$ cat config.mk
export PLATFORM = sky130hd
export DESIGN_NAME = frame_sched
export DESIGN_NICKNAME = d
export VERILOG_FILES = /design/src/rtl/frame_sched.sv
export SDC_FILE = /design/constraint.sdc
export NUM_CORES = 1
export LEC_CHECK = 0
export CORE_MARGIN = 2
export CORE_UTILIZATION = 45
export CTS_CLUSTER_DIAMETER = 100
export DETAILED_ROUTE_END_ITERATION = 10
export MAX_ROUTING_LAYER = met4
export PLACE_DENSITY = 0.77
export SYNTH_ARGS = -nofsm -noshare
export SYNTH_HDL_FRONTEND = slang
export SYNTH_SLANG_ARGS = --single-unit
$ cat constraint.sdc
create_clock -name clk -period 2.6 [get_ports clk]
set_input_delay 0.52 -clock clk [delete_from_list [all_inputs] [get_ports clk]]
set_output_delay 0.52 -clock clk [all_outputs]
set_load 0.01 [all_outputs]
$ cat src/rtl/frame_sched.sv
// Frame builder scheduler: round-robin grant of one channel FIFO, then
// M header cycles, N payload reads and GAP idle cycles per frame.
//
//   state  | meaning
//   IDLE   | waiting for any prg_full with tx_ready high
//   HDR    | header words 0..M-1 presented, h_en high
//   DATA   | N payload reads from the granted FIFO
//   GAP    | inter-frame idle, GAP cycles
module frame_sched #(
  parameter int NCH = 4,
  parameter int M   = 4,
  parameter int N   = 4096,
  parameter int GAP = 12
) (
  input  logic           clk,
  input  logic           rst,
  input  logic [NCH-1:0] prg_full,
  input  logic           tx_ready,
  output logic [NCH-1:0] fifo_rd,
  output logic           h_en,
  output logic [1:0]     Header_Address,
  output logic [1:0]     ch_sel,
  output logic           fr_start,
  output logic           busy,
  output logic [15:0]    frame_cnt
);

  localparam int WW = 13;
  localparam logic [1:0]    HDR_LAST  = 2'(M - 1);
  localparam logic [WW-1:0] WORD_LAST = WW'(N - 1);
  localparam logic [15:0]   GAP_LOAD  = 16'(GAP - 1);

  typedef enum logic [1:0] {S_IDLE, S_HDR, S_DATA, S_GAP} state_e;

  state_e         state_q, state_d;
  logic [1:0]     last_grant_q, last_grant_d;
  logic [1:0]     ch_sel_q, ch_sel_d;
  logic [1:0]     hdr_addr_q, hdr_addr_d;
  logic [WW-1:0]  word_cnt_q, word_cnt_d;
  logic [15:0]    gap_cnt_q, gap_cnt_d;
  logic [15:0]    frame_cnt_q, frame_cnt_d;
  logic [NCH-1:0] fifo_rd_q, fifo_rd_d;
  logic           h_en_q, h_en_d;
  logic           fr_start_q, fr_start_d;
  logic           busy_q, busy_d;

  logic           grant_vld;
  logic [1:0]     grant_ch;
  logic [2:0]     rr_sum;
  logic [1:0]     rr_cand;
  logic           go;

  // Round-robin search starting one past the previous grant.
  always_comb begin
    grant_vld = 1'b0;
    grant_ch  = last_grant_q;
    rr_sum    = '0;
    rr_cand   = '0;
    for (int i = 1; i <= NCH; i++) begin
      rr_sum  = {1'b0, last_grant_q} + 3'(i);
      rr_cand = (rr_sum >= 3'(NCH)) ? 2'(rr_sum - 3'(NCH)) : rr_sum[1:0];
      if (!grant_vld && prg_full[rr_cand]) begin
        grant_vld = 1'b1;
        grant_ch  = rr_cand;
      end
    end
  end

  assign go = (state_q == S_IDLE) && grant_vld && tx_ready;

  always_ff @(posedge clk) begin
    if (rst) begin
      state_q      <= S_IDLE;
      last_grant_q <= 2'(NCH - 1);
      ch_sel_q     <= '0;
      hdr_addr_q   <= '0;
      word_cnt_q   <= '0;
      gap_cnt_q    <= '0;
      frame_cnt_q  <= '0;
      fifo_rd_q    <= '0;
      h_en_q       <= 1'b0;
      fr_start_q   <= 1'b0;
      busy_q       <= 1'b0;
    end else begin
      state_q      <= state_d;
      last_grant_q <= last_grant_d;
      ch_sel_q     <= ch_sel_d;
      hdr_addr_q   <= hdr_addr_d;
      word_cnt_q   <= word_cnt_d;
      gap_cnt_q    <= gap_cnt_d;
      frame_cnt_q  <= frame_cnt_d;
      fifo_rd_q    <= fifo_rd_d;
      h_en_q       <= h_en_d;
      fr_start_q   <= fr_start_d;
      busy_q       <= busy_d;
    end
  end

  always_comb begin
    state_d = state_q;
    case (state_q)
      S_IDLE:  if (go) state_d = S_HDR;
      S_HDR:   if (hdr_addr_q == HDR_LAST) state_d = S_DATA;
      S_DATA:  if (word_cnt_q == WORD_LAST) state_d = S_GAP;
      S_GAP:   if (gap_cnt_q == '0) state_d = S_IDLE;
      default: state_d = S_IDLE;
    endcase
  end

  // Outputs are computed from the next state so every port comes from a flop.
  always_comb begin
    last_grant_d = last_grant_q;
    ch_sel_d     = ch_sel_q;
    if (go) begin
      last_grant_d = grant_ch;
      ch_sel_d     = grant_ch;
    end

    hdr_addr_d = '0;
    if (state_q == S_HDR && state_d == S_HDR) hdr_addr_d = hdr_addr_q + 2'd1;

    word_cnt_d = '0;
    if (state_q == S_DATA && state_d == S_DATA) word_cnt_d = word_cnt_q + WW'(1);

    gap_cnt_d = '0;
    if (state_d == S_GAP) gap_cnt_d = (state_q == S_GAP) ? gap_cnt_q - 16'd1 : GAP_LOAD;

    frame_cnt_d = frame_cnt_q;
    if (state_q == S_DATA && state_d == S_GAP) frame_cnt_d = frame_cnt_q + 16'd1;

    fifo_rd_d = '0;
    if (state_d == S_DATA) fifo_rd_d[ch_sel_d] = 1'b1;

    h_en_d     = (state_d == S_HDR);
    fr_start_d = go;
    busy_d     = (state_d != S_IDLE);
  end

  assign fifo_rd        = fifo_rd_q;
  assign h_en           = h_en_q;
  assign Header_Address = hdr_addr_q;
  assign ch_sel         = ch_sel_q;
  assign fr_start       = fr_start_q;
  assign busy           = busy_q;
  assign frame_cnt      = frame_cnt_q;

endmodule

==> Word-level counts from Yosys, hierarchy flattened <==
Index checks and enable logic that the tools add are counted.
{ "classes": {"muxes": 29, "eq_ne": 8, "n_reduce_logical": 20, "magnitude_cmp": 10, "bitwise_logic": 5, "add_sub_neg": 12} }
{ "op_table": {"columns": ["cell", "count"], "rows": [
  ["$mux W2", 13],
  ["$add A16 B1 Y16 const B", 1],
  ["$logic_not A16 Y1", 1],
  ["$sub A16 B1 Y16 const B", 1],
  ["$lt A2 B3 Y1 const B", 5],
  ["$add A13 B1 Y13 const B", 1],
  ["$eq A13 B12 Y1 const B", 1],
  ["$ge A3 B3 Y1 const B", 4],
  ["$eq A2 B2 Y1 const B", 5],
  ["$logic_and A1 B1 Y1", 9],
  ["$mux W1", 9],
  ["$bmux W1 S2", 4],
  ["$pmux W2 S4", 1],
  ["$reduce_or A2 Y1", 4],
  ["$sub A2 B1 Y2 const B", 4],
  ["$add A2 B2 Y3 const B", 2],
  ["$not A1 Y1", 5],
  ["$eq A2 B1 Y1 const B", 2],
  ["$mux W4", 1],
  ["$add A2 B1 Y3 const B", 1],
  ["$add A2 B3 Y3 const B", 1],
  ["$logic_not A1 Y1", 3],
  ["$reduce_or A3 Y1", 1],
  ["$add A2 B1 Y2 const B", 1],
  ["4 further kinds", 4]
]} }
{ "totals": {"elab_cells": 96, "output_inout_bits": 27, "input_bits": 7, "reg_bits": 60} }

==> Logic depth before layout (Yosys ltp) <==
{ "depth": {"word_depth": 23, "ltp_mapped": 7, "mapped_depth_nobuf": 6} }

==> Worst setup path after synthesis <==
OpenSTA, ideal clock, no wires.
{ "synth_path": {"path_kind": "reg-to-reg", "start": "register word_cnt_q[0]", "end": "register frame_cnt_q[14], in the netlist frame_cnt[14]", "setup_time_ns": 0.128, "path_buffers": 0, "t_required_ns": 2.472, "slack_ns": 0.775, "path_stages_with_launch": 7, "synth_period_minus_slack_ns": 1.825, "arrival_time_ns": 1.697, "cell_sequence": "dfxtp_1 -> ha_1 -> nand4_4 -> or4_4 -> nor4_4 -> xnor2_1 -> nor2_1"} }
{ "synth_via": {"elab_chain_cells": 5} }
{ "synth_rtl": {"columns": ["element", "line_no", "text"], "rows": [
  ["from (decl)", "39", "logic [WW-1:0] word_cnt_q, word_cnt_d;"],
  ["from (signal assigned)", "89", "word_cnt_q <= word_cnt_d;"],
  ["$eq A13 B12 Y1", "104", "S_DATA: if (word_cnt_q == WORD_LAST) state_d = S_GAP;"],
  ["$mux W2", "104", null],
  ["$pmux W2 S4", "101", "case (state_q)"],
  ["$eq A2 B2 Y1", "129", "if (state_q == S_DATA && state_d == S_GAP) frame_cnt_d = frame_cnt_q + 16'd1;"],
  ["$logic_and A1 B1 Y1", "129", null],
  ["to (signal assigned)", "91", "frame_cnt_q <= frame_cnt_d;"],
  ["to (decl)", "41", "logic [15:0] frame_cnt_q, frame_cnt_d;"]
]} }
No other way between the ends.
A chain may end at the register's enable or synchronous reset.

==> Worst setup path in the final report <==
Ends and elaborated chain as after synthesis.

==> metrics.cfg <==
[status]
outcome=complete, no violations

[yosys]
synthTopCellsByArea=dfxtp_1 45%, nor2_1 7.7%, xnor2_1 6.9%
synth_ff_type=dfxtp_1
synth_nets=309
synth_area_leader_cell=dfxtp_1
ys_ff_latch=60
synth_warnings=0
async_flop_share_pct=0
yosys.cell_types.count=49
syn_avg_cell_area_um2=9.00
synth_seq_area_share_pct=44.9
syn_area_um2=2670
yosysMostFrequentCell=dfxtp_1
synthTopCellsByCount=60 x dfxtp_1, 55 x nor2_1, 21 x xnor2_1, 17 x nand2_1, 15 x xor2_1
synthCells=297
yosysTopAreaCellShare_pct=44.9
synth_edf_count=0

[cts]
clk_latency_ns=0.34
cts_root_buffer=clkbuf_8
htreeDepth=3
cts_setup_buffers=0
cts_buffer_depth=2
tritoncts=built
numCtsBuffers=9
clk_pin_slew_worst_paths_ns=0.06
cts.sinks=60
hold_buffers=0
cts-resized-gates=0

[global_route]
grtUsageMet2_pct=27.9
met3_usage_pct=4.89
grt_pass1_vias=1939
antenna_found_initial=0
grt_pass1_wl_mm=8.56
gr-usage-met1_pct=20.3
grtUsageTotal_pct=17.6
grt_busiest_layer=met2
grt_overflow_total=0
grt_max_degree=19

[setup_path]
r2r-start=word_cnt_q[0]
cp.required_ns=2.82
critPathKind=reg -> reg
crit_chain=ha_1 > nand4_4 > or4_4 > nor4_4 > xnor2_1 > nor2_1
end_kind=flip-flop
ff2ff_path_depth=6
cp-start-kind=flip-flop
crit_arrival_ns=2.17
crit_path_max_incr_delay_ns=0.52
critPathSlowestCell=or4_4
critPathMaxFanout=6
r2r_setup_slack_ns=0.65
r2r-end=frame_cnt[14]

[die]
fp.coreArea_um2=5820
die_h_um=81.1
die_w_um=81.1
floorplan.die_area_um2=6570
rows=28
start_util_pct=46.0
io_pins=34

[timing]
drv_slew=0
rsz0062_at_grt=false
skew_ns=0.00870
max_freq_mhz=513
fin_ws_ns=0.649
layout_min_cycle_time_ns=1.95
report.final.setup_viol=0
timing.hold.ws_ns=0.465
slew_headroom_pct=64.5
timing.final.crit_share_pct=75.0
tns_ns=0
worstMarginPinSlew_ns=0.532
hold_violations=0

[placement]
gp_congestion=0.792
dp_slack_ns=0.397
portBuffers=33
place_inst=399
dp_hpwl_mm=3.65
placed_area_um2=3090

[final_layout]
stdcell_count=414
diodes=0
fill_cells=527
nets=347
stdcell_area_um2=3280
drive_gt1_share_pct=8.85
areaGrowthSynthToFinish_pct=22.6
final_util_pct=56.3

[pwr]
vdd_drop_max_uv=260
power.density_nw_per_um2=553
cellLeakagePower_nw=1.27
power.total_mw=1.81

[min_path]
worstHoldStart=word_cnt_q[0]
min_to=word_cnt_q[0]
whs_path_depth=1
hold_class=reg -> reg

[route]
wl_per_cell_um=12.6
dr.pass1.iters=4
antenna_left=0
wl_mm=5.23
viasPerCell=5.21
vias=2156
drc=0
drt_iter0_markers=110

[job]
cap_viol_max_count=0

worst max path at each step:
stage,cells past startpoint,from,slack (ns),to
after floorplan,6,word_cnt_q[0],0.78,frame_cnt[14]
after global placement,6,prg_full[3],0.44,gap_cnt_q[3]
after detailed placement,6,prg_full[3],0.40,gap_cnt_q[0]
after CTS,6,word_cnt_q[0],0.63,frame_cnt[14]
after global routing,7,word_cnt_q[0],0.47,frame_cnt[6]
final,6,word_cnt_q[0],0.65,frame_cnt[14]
critical path: cells and delay by family, from the launching register on:
family	cells	cell delay [ns]
xor gates and xnor gates	1	0.15
adders and majority gates	1	0.27
DFF	1	0.37
and+or+nand+nor	4	1.04
power breakdown:
part           internal, mW  leakage, nW  switching, mW
Sequential            0.931        0.485        0.00886
Clock                 0.444       0.0986          0.337
Combinational        0.0435        0.687         0.0470
Total                  1.42         1.27          0.393
state kept, by name, summed over array words and instances (netlist names), 2 cells and up:
register,cells
Header_Address,2
ch_sel,2
fifo_rd,4
frame_cnt,16
gap_cnt_q,16
last_grant_q,2
state_q,2
word_cnt_q,13
metal layers:
layer / part of all wire [%] / wire (um)
met1: 46 / 2410
met4: 2.4 / 128
met5: 0 / 0
met3: 4.9 / 255
met2: 46 / 2430
area by class of cell:
type,count,area (um^2),share of cell area (%)
multi-input cells,217,1390,42.5
flip-flops and latches,60,1200,36.7
repair buffers,38,368,11.2
clock buffers,14,183,5.58
well taps,75,93.8,2.86
inverters,9,33.8,1.03
clock inverters,1,5.00,0.153
placed cells by master (no fill, tap or decap), types with 3 or more instances in the layout:
master / synthesis / final
nor2_1: 55 / 55
o21ai_0: 3 / 3
buf_4: 1 / 5
inv_1: 9 / 9
nand3_1: 8 / 8
nor4b_1: 4 / 4
nand4_1: 8 / 8
dfxtp_1: 60 / 60
xor2_1: 15 / 15
or3_1: 4 / 4
xnor2_1: 21 / 21
nor3_1: 12 / 12
a21oi_1: 9 / 9
nor2b_1: 3 / 3
nor4_1: 8 / 8
and3_1: 6 / 6
clkdlybuf4s50_1: 0 / 33
and2_1: 3 / 3
clkbuf_8: 0 / 13
nand2b_1: 6 / 6
nand2_1: 17 / 17
ha_1: 5 / 5
cells by family (layout without fill, tap and decap cells):
group / Yosys count / count (layout) / share of synthesized area, %
AOI/OAI and AO/OA: 25 / 25 / 6.51
xor gates and xnor gates: 36 / 36 / 11.8
adders and majority gates: 5 / 5 / 2.34
buffers and inverters: 20 / 62 / 3.00
DFF: 60 / 60 / 44.9
muxes: 1 / 1 / 0.421
and+or+nand+nor: 150 / 150 / 31.0
Power figures use the tool's default switching activity.
==> RTL edit 1, RTL diff (config.mk and constraints unchanged) <==
Set the localparam `WW` to 14 (it was 13).
--- a/src/rtl/frame_sched.sv
+++ b/src/rtl/frame_sched.sv
@@ -25,7 +25,7 @@
   output logic [15:0]    frame_cnt
 );
 
-  localparam int WW = 13;
+  localparam int WW = 14;
   localparam logic [1:0]    HDR_LAST  = 2'(M - 1);
   localparam logic [WW-1:0] WORD_LAST = WW'(N - 1);
   localparam logic [15:0]   GAP_LOAD  = 16'(GAP - 1);
Formal check against the unedited RTL: same outputs for any inputs over 10 cycles, from zero or initial values and one cycle with rst high; that may be too few to reach the edited logic, so the function may still have changed.
==> RTL edit 1 against the unedited design <==
- synthesized area up 3.8%
- critical path type unchanged
- design area up 3.9%
- power up 12%
- worst setup slack worse by 200 ps
- critical endpoint is now frame_cnt[4]$_SDFFE_PP0P_
- sequential cell count up 1
- via count up 12%
- synthesized cell count up 5.7%
- final cell count up 2.9%
- wire length up 9.4%
- largest power group is now clock
- highest routed layer unchanged
==> RTL edit 1: results (changes against the unedited design) <==
- Run status: finished clean
- Share of cells above drive strength 1: 0.0855 (-0.00303)
- Synthesized Nets: 326 (+5.5%)
- CP max FO: 11 (+5)
- Fillers: 541 (+2.7%)
- GPL Wtd Cong: 0.777 (-1.9%)
- GR Util All Layers: 0.188 (+0.0125)
- Layout Nets: 358 (+3.2%)
- Area contributors post-synth: dfxtp_1 44%, nor2_1 4.7%, a21oi_1 4.3%
- Vias per inst: 5.65 (+8.5%)
- Vias in the first global route: 2,193 (+13%)
- Global-route wire length before repair: 9.64 mm (+13%)
- PortBufs: 33 (unchanged)
- DRT Wirelength: 5.72 mm (+9.4%)
- Worst clock skew: 6.13 ps (-2.58 ps)
- Worst EP arrival: 2420 ps (+250 ps)
- Slowest stage delay, CP: 720 ps (+200 ps)
- Slew headroom: 0.453 (-0.191)
- Iteration-0 DRC count of the detailed router: 119 (+8.2%)
- Largest net degree at the start of global routing: 24 (+5)
- Antenna violations before repair: 0 (unchanged)
- Placed insts: 410 (+2.8%)
- Slowest CP cell: or4_1
- Peak VDD IR: 0.328 mV (+26%)
- DR vias: 2,408 (+12%)
- Lkg Pwr: 1.29 nW (+1.7%)
- Netlist cell types: 43 (-12%)
- Synth Instances: 314 (+5.7%)
- Top cells by count, synth: 61 x dfxtp_1, 35 x nor2_1, 24 x a21oi_1
RTL edit 1: cell types whose count changed in the layout (fill, tap and decap cells not counted), moves of 4 or more:
cell	change
a21oi_1	+15
o21ai_0	+4
xnor2_1	-14
nand3_1	+8
nor3_1	-8
or3_1	+4
a211oi_1	+5
o31ai_1	+13
nor2_1	-20
or4_1	+15
RTL edit 1: report_power, final:
group	internal, mW	switching [mW]	total, mW	leakage, nW
Combinational	0.0417	0.0341	0.0759	0.673
Sequential	0.946	0.0130	0.959	0.493
Clock	0.643	0.358	1.00	0.126
Total	1.63	0.405	2.04	1.29
RTL edit 1: worst reg2reg max path: stages, from the launching register on:
cell       delay [ps]
dfxtp_1           340
ha_1              200
nand4bb_1         160
or4_1             720
or4_1             520
a21oi_1           140
RTL edit 1: metal layers:
layer | vias up | track usage | part of all wire
li1 | 1212 | - | -
met1 | 1148 | 0.230 | 0.46
met2 | 38 | 0.297 | 0.48
met3 | 10 | 0.0413 | 0.033
met4 | 0 | 0.0902 | 0.018
met5 | - | - | 0
RTL edit 1: cell type report:
cell class	instances	area share
clock buffers	13	0.0526
multi-input cells	229	0.427
clock inverters	3	0.0191
inverters	8	0.00882
repair buffers	37	0.106
well taps	75	0.0276
flip-flops and latches	61	0.359
RTL edit 1: stage by stage:
step	utilization	setup WS, ps	instance area (um2)
floorplan	-	455	2770
finish	0.571	447	3400
detailed placement	0.530	293	3160
CTS	0.571	458	3400
global placement	0.530	364	3160
global route	0.571	337	3400
RTL edit 1: cell families after synthesis:
family | after synthesis | synth area share
compound gates | 61 | 0.143
xor+xnor | 20 | 0.0631
fa+ha+maj | 5 | 0.0226
buf+inv | 24 | 0.0356
flops | 61 | 0.440
simple gates | 143 | 0.296
RTL edit 1: worst paths after layout:
kind                                  from                         to  cells past startpoint  slack (ps)
setup / recovery  word_cnt_q[0]$_SDFF_PP0_  frame_cnt[4]$_SDFFE_PP0P_                      5         450
hold / removal    word_cnt_q[0]$_SDFF_PP0_   word_cnt_q[0]$_SDFF_PP0_                      1         440
setup reg to reg  word_cnt_q[0]$_SDFF_PP0_  frame_cnt[4]$_SDFFE_PP0P_                      5         450
hold reg to reg   word_cnt_q[0]$_SDFF_PP0_   word_cnt_q[0]$_SDFF_PP0_                      1         440
==> RTL edit 2, RTL diff (same settings) <==
Made on the original files. Reset style: asynchronous (`rst`), changed in one clocked block.
--- a/src/rtl/frame_sched.sv
+++ b/src/rtl/frame_sched.sv
@@ -68,7 +68,7 @@
 
   assign go = (state_q == S_IDLE) && grant_vld && tx_ready;
 
-  always_ff @(posedge clk) begin
+  always_ff @(posedge clk or posedge rst) begin
     if (rst) begin
       state_q      <= S_IDLE;
       last_grant_q <= 2'(NCH - 1);
Behaviour: differs if rst is asserted again (counterexample within 4 cycles, from zero or initial values and one cycle with rst high); with rst held inactive, the same outputs for 10 cycles.
==> RTL edit 2 against the unedited design <==
- synthesized cell count fell by 9.4%
- design area rose by 5.5%
- sequential cell count did not move
- sequential share of layout area rose by 6.9 points
- core utilization rose by 1.7 points
- hold slack got worse by 9.4 ps
- synthesized area rose by 5.0%
- worst setup slack got worse by 260 ps
- first-iteration DRC count fell by 7.3%
- wire length fell by 0.99%
- critical endpoint is now busy$_DFF_PP0_
Power is not compared: it rests on default switching activity, and its combinational part moved more than twofold at a synthesized area within 25%.
==> RTL edit 2: results (changes against the unedited design) <==
- Run status: finished clean
- Worst clock skew: 12.7 ps (+4.01 ps)
- Post-DP Area: 3240 um2 (+5.0%)
- Fillers: 525 (-0.38%)
- CTS clk-pin slew, worst paths: 60 ps (about the same)
- Met1 wire length: 2.42 mm (+0.29%)
- Slowest stage delay, CP: 580 ps (+60 ps)
- Synth Area in Adders: 0.0178 (-0.00557)
- Sequential fraction of the synthesis area: 0.536 (+0.0867)
- Area occupied by multi-input gates: 1220 um2 (-13%)
- Post-place setup slack: 177 ps (-220 ps)
- Inverters excl. clock: 11 (+2)
- Global-route wire length before repair: 9.27 mm (+8.4%)
- Placed insts: 375 (-6.0%)
- Layout Nets: 322 (-7.2%)
- Top cells by count, synth: 58 x dfrtp_1, 36 x nor2_1, 27 x xnor2_1, 18 x nand2_1, 12 x nand4_1
- Netlist cell types: 42 (-14%)
- Clock share of power: 0.346
- Layout Area Growth over Synthesis: 23.2%
- Mux share of post-synthesis cell area: 0 (-0.00421)
- Compound-gate portion of the synthesized area: 0.0700 (+0.00495)
- Final-layout non-clock buffer area share: 0.112 (about the same)
- DR vias: 2,119 (-1.7%)
- Synth top area share: 0.517 (+0.0680)
- Largest net degree at the start of global routing: 44 (+25)
- Share of cells above drive strength 1: 0.0949 (+0.00644)
- #MultiIn Comb: 190 (-12%)
- Least-Margin Pin Slew: 505 ps (-27.1 ps)
- Final HPWL DP: 3.61 mm (-1.2%)
- GPL Wtd Cong: 0.836 (+5.5%)
- Synthesized Nets: 280 (-9.4%)
- M1 GR Usage: 0.209 (+0.00584)
- Sequential cell count: 60 (unchanged)
- CORE AREA: 5960 um2 (+2.4%)
- Post-synthesis xor/xnor area fraction: 0.109 (-0.00870)
- Syn_area_per_cell: 10.4 um2 (+16%)
- Signal buffers: 39 (+2.6%)
- Worst EP arrival: 2400 ps (+230 ps)
- Met2 WL: 2.43 mm (-0.21%)
- Non-Filler Instances: 391 (-5.6%)
- Async SR Flop Fraction: 1.00 (+1.00)
- GR Util All Layers: 0.169 (-0.00652)
- Clk tree area frac: 0.0615 (+0.00425)
- Vias in the first global route: 2,008 (+3.6%)
- Clock buffer cells: 13 (-1)
- Wire per inst: 13.2 um (+4.8%)
RTL edit 2: cell count changes in the layout (fill, tap and decap cells not counted), moves of 4 or more:
| cell | delta |
|---|---|
| nand4_1 | +4 |
| nor2_1 | -19 |
| dfxtp_1 | -60 |
| xor2_1 | -7 |
| dfrtp_1 | +58 |
| xnor2_1 | +6 |
RTL edit 2: final timing paths:
kind,endpoint,start,slack (ps),cells past startpoint
max,busy$_DFF_PP0_,gap_cnt_q[9]$_DFF_PP0_,390,4
min,Header_Address[0]$_DFF_PP0_,Header_Address[0]$_DFF_PP0_,460,1
max reg2reg,busy$_DFF_PP0_,gap_cnt_q[9]$_DFF_PP0_,390,4
min reg2reg,Header_Address[0]$_DFF_PP0_,Header_Address[0]$_DFF_PP0_,460,1
max in group asynchronous,last_grant_q[1]$_DFFE_PP1P_,rst,1490,3
min in group asynchronous,gap_cnt_q[5]$_DFF_PP0_,rst,500,2
